File: src/rtl/single_clock_fifo_ctrl_if.sv
// Producer/consumer handshake bundle for the single-clock FIFO.
// The master drives requests and write data; the slave returns data and status.
interface single_clock_fifo_ctrl_if #(
   parameter int DATA_WIDTH = 8
);
   logic                  w_en;
   logic                  r_en;
   logic [DATA_WIDTH-1:0] data_in;
   logic [DATA_WIDTH-1:0] data_out;
   logic                  full;
   logic                  empty;
   logic                  write_error;
   logic                  read_error;

   modport master (
      output w_en, r_en, data_in,
      input  data_out, full, empty, write_error, read_error
   );

   modport slave (
      input  w_en, r_en, data_in,
      output data_out, full, empty, write_error, read_error
   );
endinterface

File: src/rtl/single_clock_fifo_ctrl.sv
// Single-clock FIFO with registered read data, full/empty status and
// one-cycle overflow/underflow error pulses.
module single_clock_fifo_ctrl #(
   parameter int DATA_WIDTH = 8,
   parameter int DEPTH      = 8
) (
   input  logic                     wclk,
   input  logic                     wrst_n,
   single_clock_fifo_ctrl_if.slave  bus
);
   localparam int PTR_WIDTH = $clog2(DEPTH);

   logic [DATA_WIDTH-1:0] r_mem [DEPTH];
   logic [PTR_WIDTH:0]    r_wptr;
   logic [PTR_WIDTH:0]    r_rptr;
   logic [DATA_WIDTH-1:0] r_data_out;
   logic                  r_write_error;
   logic                  r_read_error;

   logic                  w_full;
   logic                  w_empty;
   logic                  w_wr_accept;
   logic                  w_rd_accept;

   // Pointer MSB is a wrap bit: equal low bits with differing MSBs means full.
   assign w_empty     = (r_wptr == r_rptr);
   assign w_full      = (r_wptr[PTR_WIDTH-1:0] == r_rptr[PTR_WIDTH-1:0]) &&
                        (r_wptr[PTR_WIDTH] != r_rptr[PTR_WIDTH]);
   assign w_wr_accept = bus.w_en && !w_full;
   assign w_rd_accept = bus.r_en && !w_empty;

   // Storage has no reset; the reset term only blocks writes on a reset edge.
   always_ff @(posedge wclk) begin
      if (wrst_n && w_wr_accept) begin
         r_mem[r_wptr[PTR_WIDTH-1:0]] <= bus.data_in;
      end
   end

   always_ff @(posedge wclk) begin
      if (!wrst_n) begin
         r_wptr        <= '0;
         r_rptr        <= '0;
         r_data_out    <= '0;
         r_write_error <= 1'b0;
         r_read_error  <= 1'b0;
      end else begin
         if (w_wr_accept) begin
            r_wptr <= r_wptr + 1'b1;
         end
         if (w_rd_accept) begin
            r_data_out <= r_mem[r_rptr[PTR_WIDTH-1:0]];
            r_rptr     <= r_rptr + 1'b1;
         end
         r_write_error <= bus.w_en && w_full;
         r_read_error  <= bus.r_en && w_empty;
      end
   end

   assign bus.data_out    = r_data_out;
   assign bus.full        = w_full;
   assign bus.empty       = w_empty;
   assign bus.write_error = r_write_error;
   assign bus.read_error  = r_read_error;
endmodule

File: src/flat_wrapper.sv
// flat-port wrapper written by rule: the top's interface ports become plain ports
module single_clock_fifo_ctrl_flat 
#(
   parameter int DATA_WIDTH = 8,
   parameter int DEPTH      = 8
)
  (wclk, wrst_n, bus_w_en, bus_r_en, bus_data_in, bus_data_out, bus_full, bus_empty, bus_write_error, bus_read_error);
  single_clock_fifo_ctrl_if #(.DATA_WIDTH(DATA_WIDTH)) bus_i ();
  input  logic wclk;
  input  logic wrst_n;
  input wire logic [$bits(bus_i.w_en)-1:0] bus_w_en;
  input wire logic [$bits(bus_i.r_en)-1:0] bus_r_en;
  input wire logic [$bits(bus_i.data_in)-1:0] bus_data_in;
  output wire logic [$bits(bus_i.data_out)-1:0] bus_data_out;
  output wire logic [$bits(bus_i.full)-1:0] bus_full;
  output wire logic [$bits(bus_i.empty)-1:0] bus_empty;
  output wire logic [$bits(bus_i.write_error)-1:0] bus_write_error;
  output wire logic [$bits(bus_i.read_error)-1:0] bus_read_error;
  assign bus_i.w_en = bus_w_en;
  assign bus_i.r_en = bus_r_en;
  assign bus_i.data_in = bus_data_in;
  assign bus_data_out = bus_i.data_out;
  assign bus_full = bus_i.full;
  assign bus_empty = bus_i.empty;
  assign bus_write_error = bus_i.write_error;
  assign bus_read_error = bus_i.read_error;
  single_clock_fifo_ctrl #(.DATA_WIDTH(DATA_WIDTH), .DEPTH(DEPTH)) u_core (.wclk(wclk), .wrst_n(wrst_n), .bus(bus_i));
endmodule
File: config.mk
export PLATFORM = sky130hd
export DESIGN_NAME = single_clock_fifo_ctrl_flat
export DESIGN_NICKNAME = d
export VERILOG_FILES = /design/src/rtl/single_clock_fifo_ctrl_if.sv /design/src/rtl/single_clock_fifo_ctrl.sv /design/src/flat_wrapper.sv
export SDC_FILE = /design/constraint.sdc
export NUM_CORES = 1
export LEC_CHECK = 0
export ABC_AREA = 1
export CAP_MARGIN = 25
export CORE_AREA = 4 4 85 87
export DETAILED_ROUTE_END_ITERATION = 10
export DIE_AREA = 0 0 89 91
export PLACE_DENSITY_LB_ADDON = 0.08
export SYNTH_ARGS = -nofsm -noshare
export SYNTH_HDL_FRONTEND = slang
export SYNTH_SLANG_ARGS = --single-unit
File: constraint.sdc
create_clock -name wclk -period 2.5 [get_ports wclk]
set_input_delay 0.375 -clock wclk [delete_from_list [all_inputs] [get_ports wclk]]
set_output_delay 0.375 -clock wclk [all_outputs]
set_load 0.02 [all_outputs]
==> PnR_summary.wiki, run 1 <==
{| class="wikitable"
! Metric !! Value
|-
| Run status || finished clean
|-
| Pre-antenna DRT Iters || 4
|-
| Antenna violations before repair || 0
|-
| Synthesized area per cell || 9.93 um^2
|-
| H-tree depth || 3
|-
| Slowest cell on crit path || clkdlybuf4s50_1
|-
| Post-route fraction of the period consumed by the critical path || 0.925
|-
| Net count of the finished layout || 401
|-
| Y dimension of the die || 91 um
|-
| Maximum fanout along the worst path || 8
|-
| Cell area after technology mapping || 3480 um^2
|-
| Endpoints failing setup || 0
|-
| WP depth || 7
|-
| Start of the worst register-to-register path || u_core.r_wptr[1]
|-
| Setup repair after global routing missed its margin || false
|-
| Worst clock skew on the final layout || 10.6 ps
|-
| Core area || 6350 um^2
|-
| Pint || 2.24 mW
|-
| Fill cell total of the finished layout || 523
|-
| Type of the most critical hold path || reg -> reg
|-
| First-pass GRT wire length || 11.3 mm
|-
| Critical path required time || 2120 ps
|-
| Most instantiated flip-flop cell in the synthesis netlist || edfxtp_1
|-
| Vias in the first global route || 2,190
|-
| Peak clock frequency supported by timing || 432 MHz
|-
| Relative contribution of the clock network to total power || 0.356
|-
| Residual DRC count || 0
|-
| Number of standard-cell rows in the floorplan || 29
|-
| Via density per instance || 5.20
|-
| Number of buffers inserted to repair setup after CTS || 0
|-
| Hold-fix buffer count after cts || 0
|-
| Crit end category || primary output
|-
| Maximum clock path buffer count || 2
|-
| Actual transition at the worst max-transition pin || 380 ps
|-
| Total routed wire length on the met1 layer || 3.17 mm
|-
| Uppermost routed layer || met4
|-
| R2R Setup Slk || 540 ps
|-
| Clock buffer count from CTS || 9
|-
| Sink Count || 82
|-
| Global router's overall resource usage || 0.187
|-
| Slowest Stage Delay on Critical Path || 590 ps
|-
| Synth unique cells || 20
|-
| Maximum number of pins on one net before global-route repair || 36
|-
| Type of the setup path with the least slack || reg -> out
|-
| Ranking of synthesized cells by area || edfxtp_1, nand2_1, dfxtp_1, nand3_1, nor2_1
|-
| CP bufs+invs || 3
|-
| Clock latency of the later-clocked register in the worst-skew pair || 340 ps
|-
| Max-cap check violation count || 0
|-
| Drt wl/cell || 14.9 um
|-
| Initial core utilization || 0.549
|-
| Top-area cell type share of the netlist area || 0.552
|-
| Area occupied by registers || 2280 um^2
|-
| TritonCTS clock tree || built
|-
| Finished Layout Cells || 469
|-
| Final global-route overflow total || 0
|-
| Cells after Synth || 351
|-
| Root buffer cell || clkbuf_8
|-
| Final hold violation count || 0
|-
| Dpl hpwl || 4.53 mm
|-
| Final slew viol count || 0
|-
| Metal2 WL || 3.34 mm
|-
| Areal power density over the cells || 730 nW/um^2
|-
| Static power due to leakage || 1.62 nW
|-
| Data arrival, critical path || 1940 ps
|-
| Number of synthesized register bits || 82
|-
| Proportion of register bits with asynchronous set or reset after synthesis || 0
|-
| Yosys warns || 0
|-
| Area enclosed by the die boundary || 8100 um^2
|-
| Area growth syn-to-layout || 17.0%
|-
| Area of the multi-input gates || 1010 um^2
|-
| Top-level I/O count || 24
|-
| Horizontal extent of the die || 89 um
|-
| FF-to-FF End || u_core.r_mem[4][2]
|-
| Setup tns final || 0 ps
|-
| Count of placed standard cells including taps || 453
|-
| Via total after detailed routing || 2,438
|-
| Min Tclk post-route || 2310 ps
|-
| Library cell with the largest summed area after synthesis || edfxtp_1
|-
| Switch share || 0.248
|-
| DRT antenna net count || 0
|-
| Rel. slew slack || 0.747
|-
| Proportion of layout cells with a drive suffix above 1 || 0.117
|-
| Number of enable flip-flop cells after synthesis || 64
|-
| Clock-pin slew on the worst setup and hold paths || 90 ps
|-
| Critical Path Source Type || register
|-
| Count of cells along the worst register-to-register path || 8
|-
| Detailed-routed wire length on met3 || 450 um
|-
| PortBufs || 23
|-
| First DRT Iteration DRCs || 208
|-
| Cell types with the highest counts after synthesis || nand2_1, edfxtp_1, nand3_1
|-
| Sequential-to-total area share from yosys stat || 0.655
|-
| Routability-driven placement congestion ratio || 0.802
|-
| Net count after synthesis || 365
|-
| Psw || 0.738 mW
|-
| Maximum vdd drop || 0.453 mV
|-
| CP delay by family, top || buffers and inverters
|-
| Antenna Diode Count || 0
|-
| Part of the total power dissipated in sequential elements || 0.513
|-
| Combinational group share of total power || 0.131
|-
| Leading cell type by number of instances after synthesis || nand2_1
|-
| Critical Path Source || u_core.r_wptr[2]
|-
| Capture point of the worst path || bus_empty
|-
| Sum of routed wire length over all layers || 7.01 mm
|-
| Ordered list of cells on the worst path || inv_2, nand2_1, nand2_2, nor2_4, nand2_4, inv_1, clkdlybuf4s50_1
|}
## routing by layer
layer  vias to the layer above  global-route usage
li1                       1235                   -
met1                      1115               0.276
met2                        82               0.278
met3                         6              0.0407
met4                         0              0.0558
met5                         -                   0
## power by group through the flow
stage / Clock [mW] / Sequential, mW / Combinational [mW]
finish: 1.06 / 1.53 / 0.389
global route: 1.15 / 1.53 / 0.439
CTS: 1.09 / 1.53 / 0.390
detailed placement: 0 / 1.56 / 0.388
global placement: 0 / 1.56 / 0.386
floorplan: 0 / 1.58 / 0.236
## logic make-up after synthesis
group                      Yosys count  synth area share
and+or+nand+nor                    217             0.267
DFF                                 82             0.655
buffers and inverters               40            0.0546
AOI/OAI and AO/OA                    8            0.0115
xor gates and xnor gates             2           0.00503
adders and majority gates            2           0.00718
## layout by cell type, fill, tap and decap left out
master and instances:
edfxtp_1 64, nand2_4 2, a21oi_1 8, bufinv_16 2
dfxtp_2 1, inv_4 1, nor2_4 2, clkdlybuf4s50_1 23
inv_6 1, nand2_1 120, clkinvlp_4 1, inv_2 5
clkbuf_8 10, nand4_1 1, clkinv_1 1, ha_1 2
dfxtp_1 17, nor3_1 4, nor2_1 28, buf_4 18
xor2_1 2, nand2_2 2, inv_1 18, clkinv_4 1
nand3_1 58
## tightest hold or removal path: cells and delay by family (launching register included)
family / cells / cell delay (ps)
AOI/OAI and AO/OA: 1 / 60
and+or+nand+nor: 1 / 60
DFF: 1 / 330
## state kept, by name (all words and copies together), names as in the netlist
register                count
u_core.bus.read_error       1
u_core.r_mem               64
u_core.bus.data_out         8
u_core.r_wptr               4
u_core.r_rptr               4
u_core.bus.write_error      1
## area by class of cell
class / instances / share of cell area
Sequential cell: 82 / 0.560
Multi-Input combinational cell: 229 / 0.248
Timing Repair Buffer: 41 / 0.0896
Clock buffer: 10 / 0.0338
Tap cell: 77 / 0.0236
Inverter: 24 / 0.0227
Clock inverter: 6 / 0.0218
## how the worst min path moves through the flow
stage,startpoint,end,slack (ps),cells past startpoint
after global placement,u_core.r_rptr[3],u_core.r_rptr[3],470,2
after detailed placement,u_core.r_rptr[3],u_core.r_rptr[3],480,2
after floorplan,u_core.r_rptr[3],u_core.r_rptr[3],450,2
final,u_core.r_rptr[3],u_core.r_rptr[3],490,2
after CTS,u_core.r_rptr[3],u_core.r_rptr[3],490,2
after global routing,u_core.r_rptr[3],u_core.r_rptr[3],520,2
## metrics by stage
step                instance area, um^2  power (mW)  setup slack [ps]  utilization  hold WS [ps]
floorplan                          3480        1.81               620            -           452
global placement                   3850        1.94               431        0.606           473
detailed placement                 3850        1.95               421        0.606           478
CTS                                4080        3.00              76.1        0.642           491
global route                       4080        3.12              39.9        0.642           516
finish                             4080        2.98               187        0.642           493
## repair_timing
item | CTS | global route
hold endpoints to repair | 0 | 0
setup endpoints to repair | 0 | 2
gates resized for setup | 0 | 1
(Power assumes the default switching activity.)
==> inputs of run 2 (changes only) <==
--- a/config.mk
+++ b/config.mk
@@ -6,7 +6,7 @@
 export NUM_CORES = 1
 export LEC_CHECK = 0
 export ABC_AREA = 1
-export CAP_MARGIN = 25
+export CAP_MARGIN = 10
 export CORE_AREA = 4 4 85 87
 export DETAILED_ROUTE_END_ITERATION = 10
 export DIE_AREA = 0 0 89 91
==> results of run 2 <==
Same layout as run 1: the final DEF is identical, and so are final timing and power.
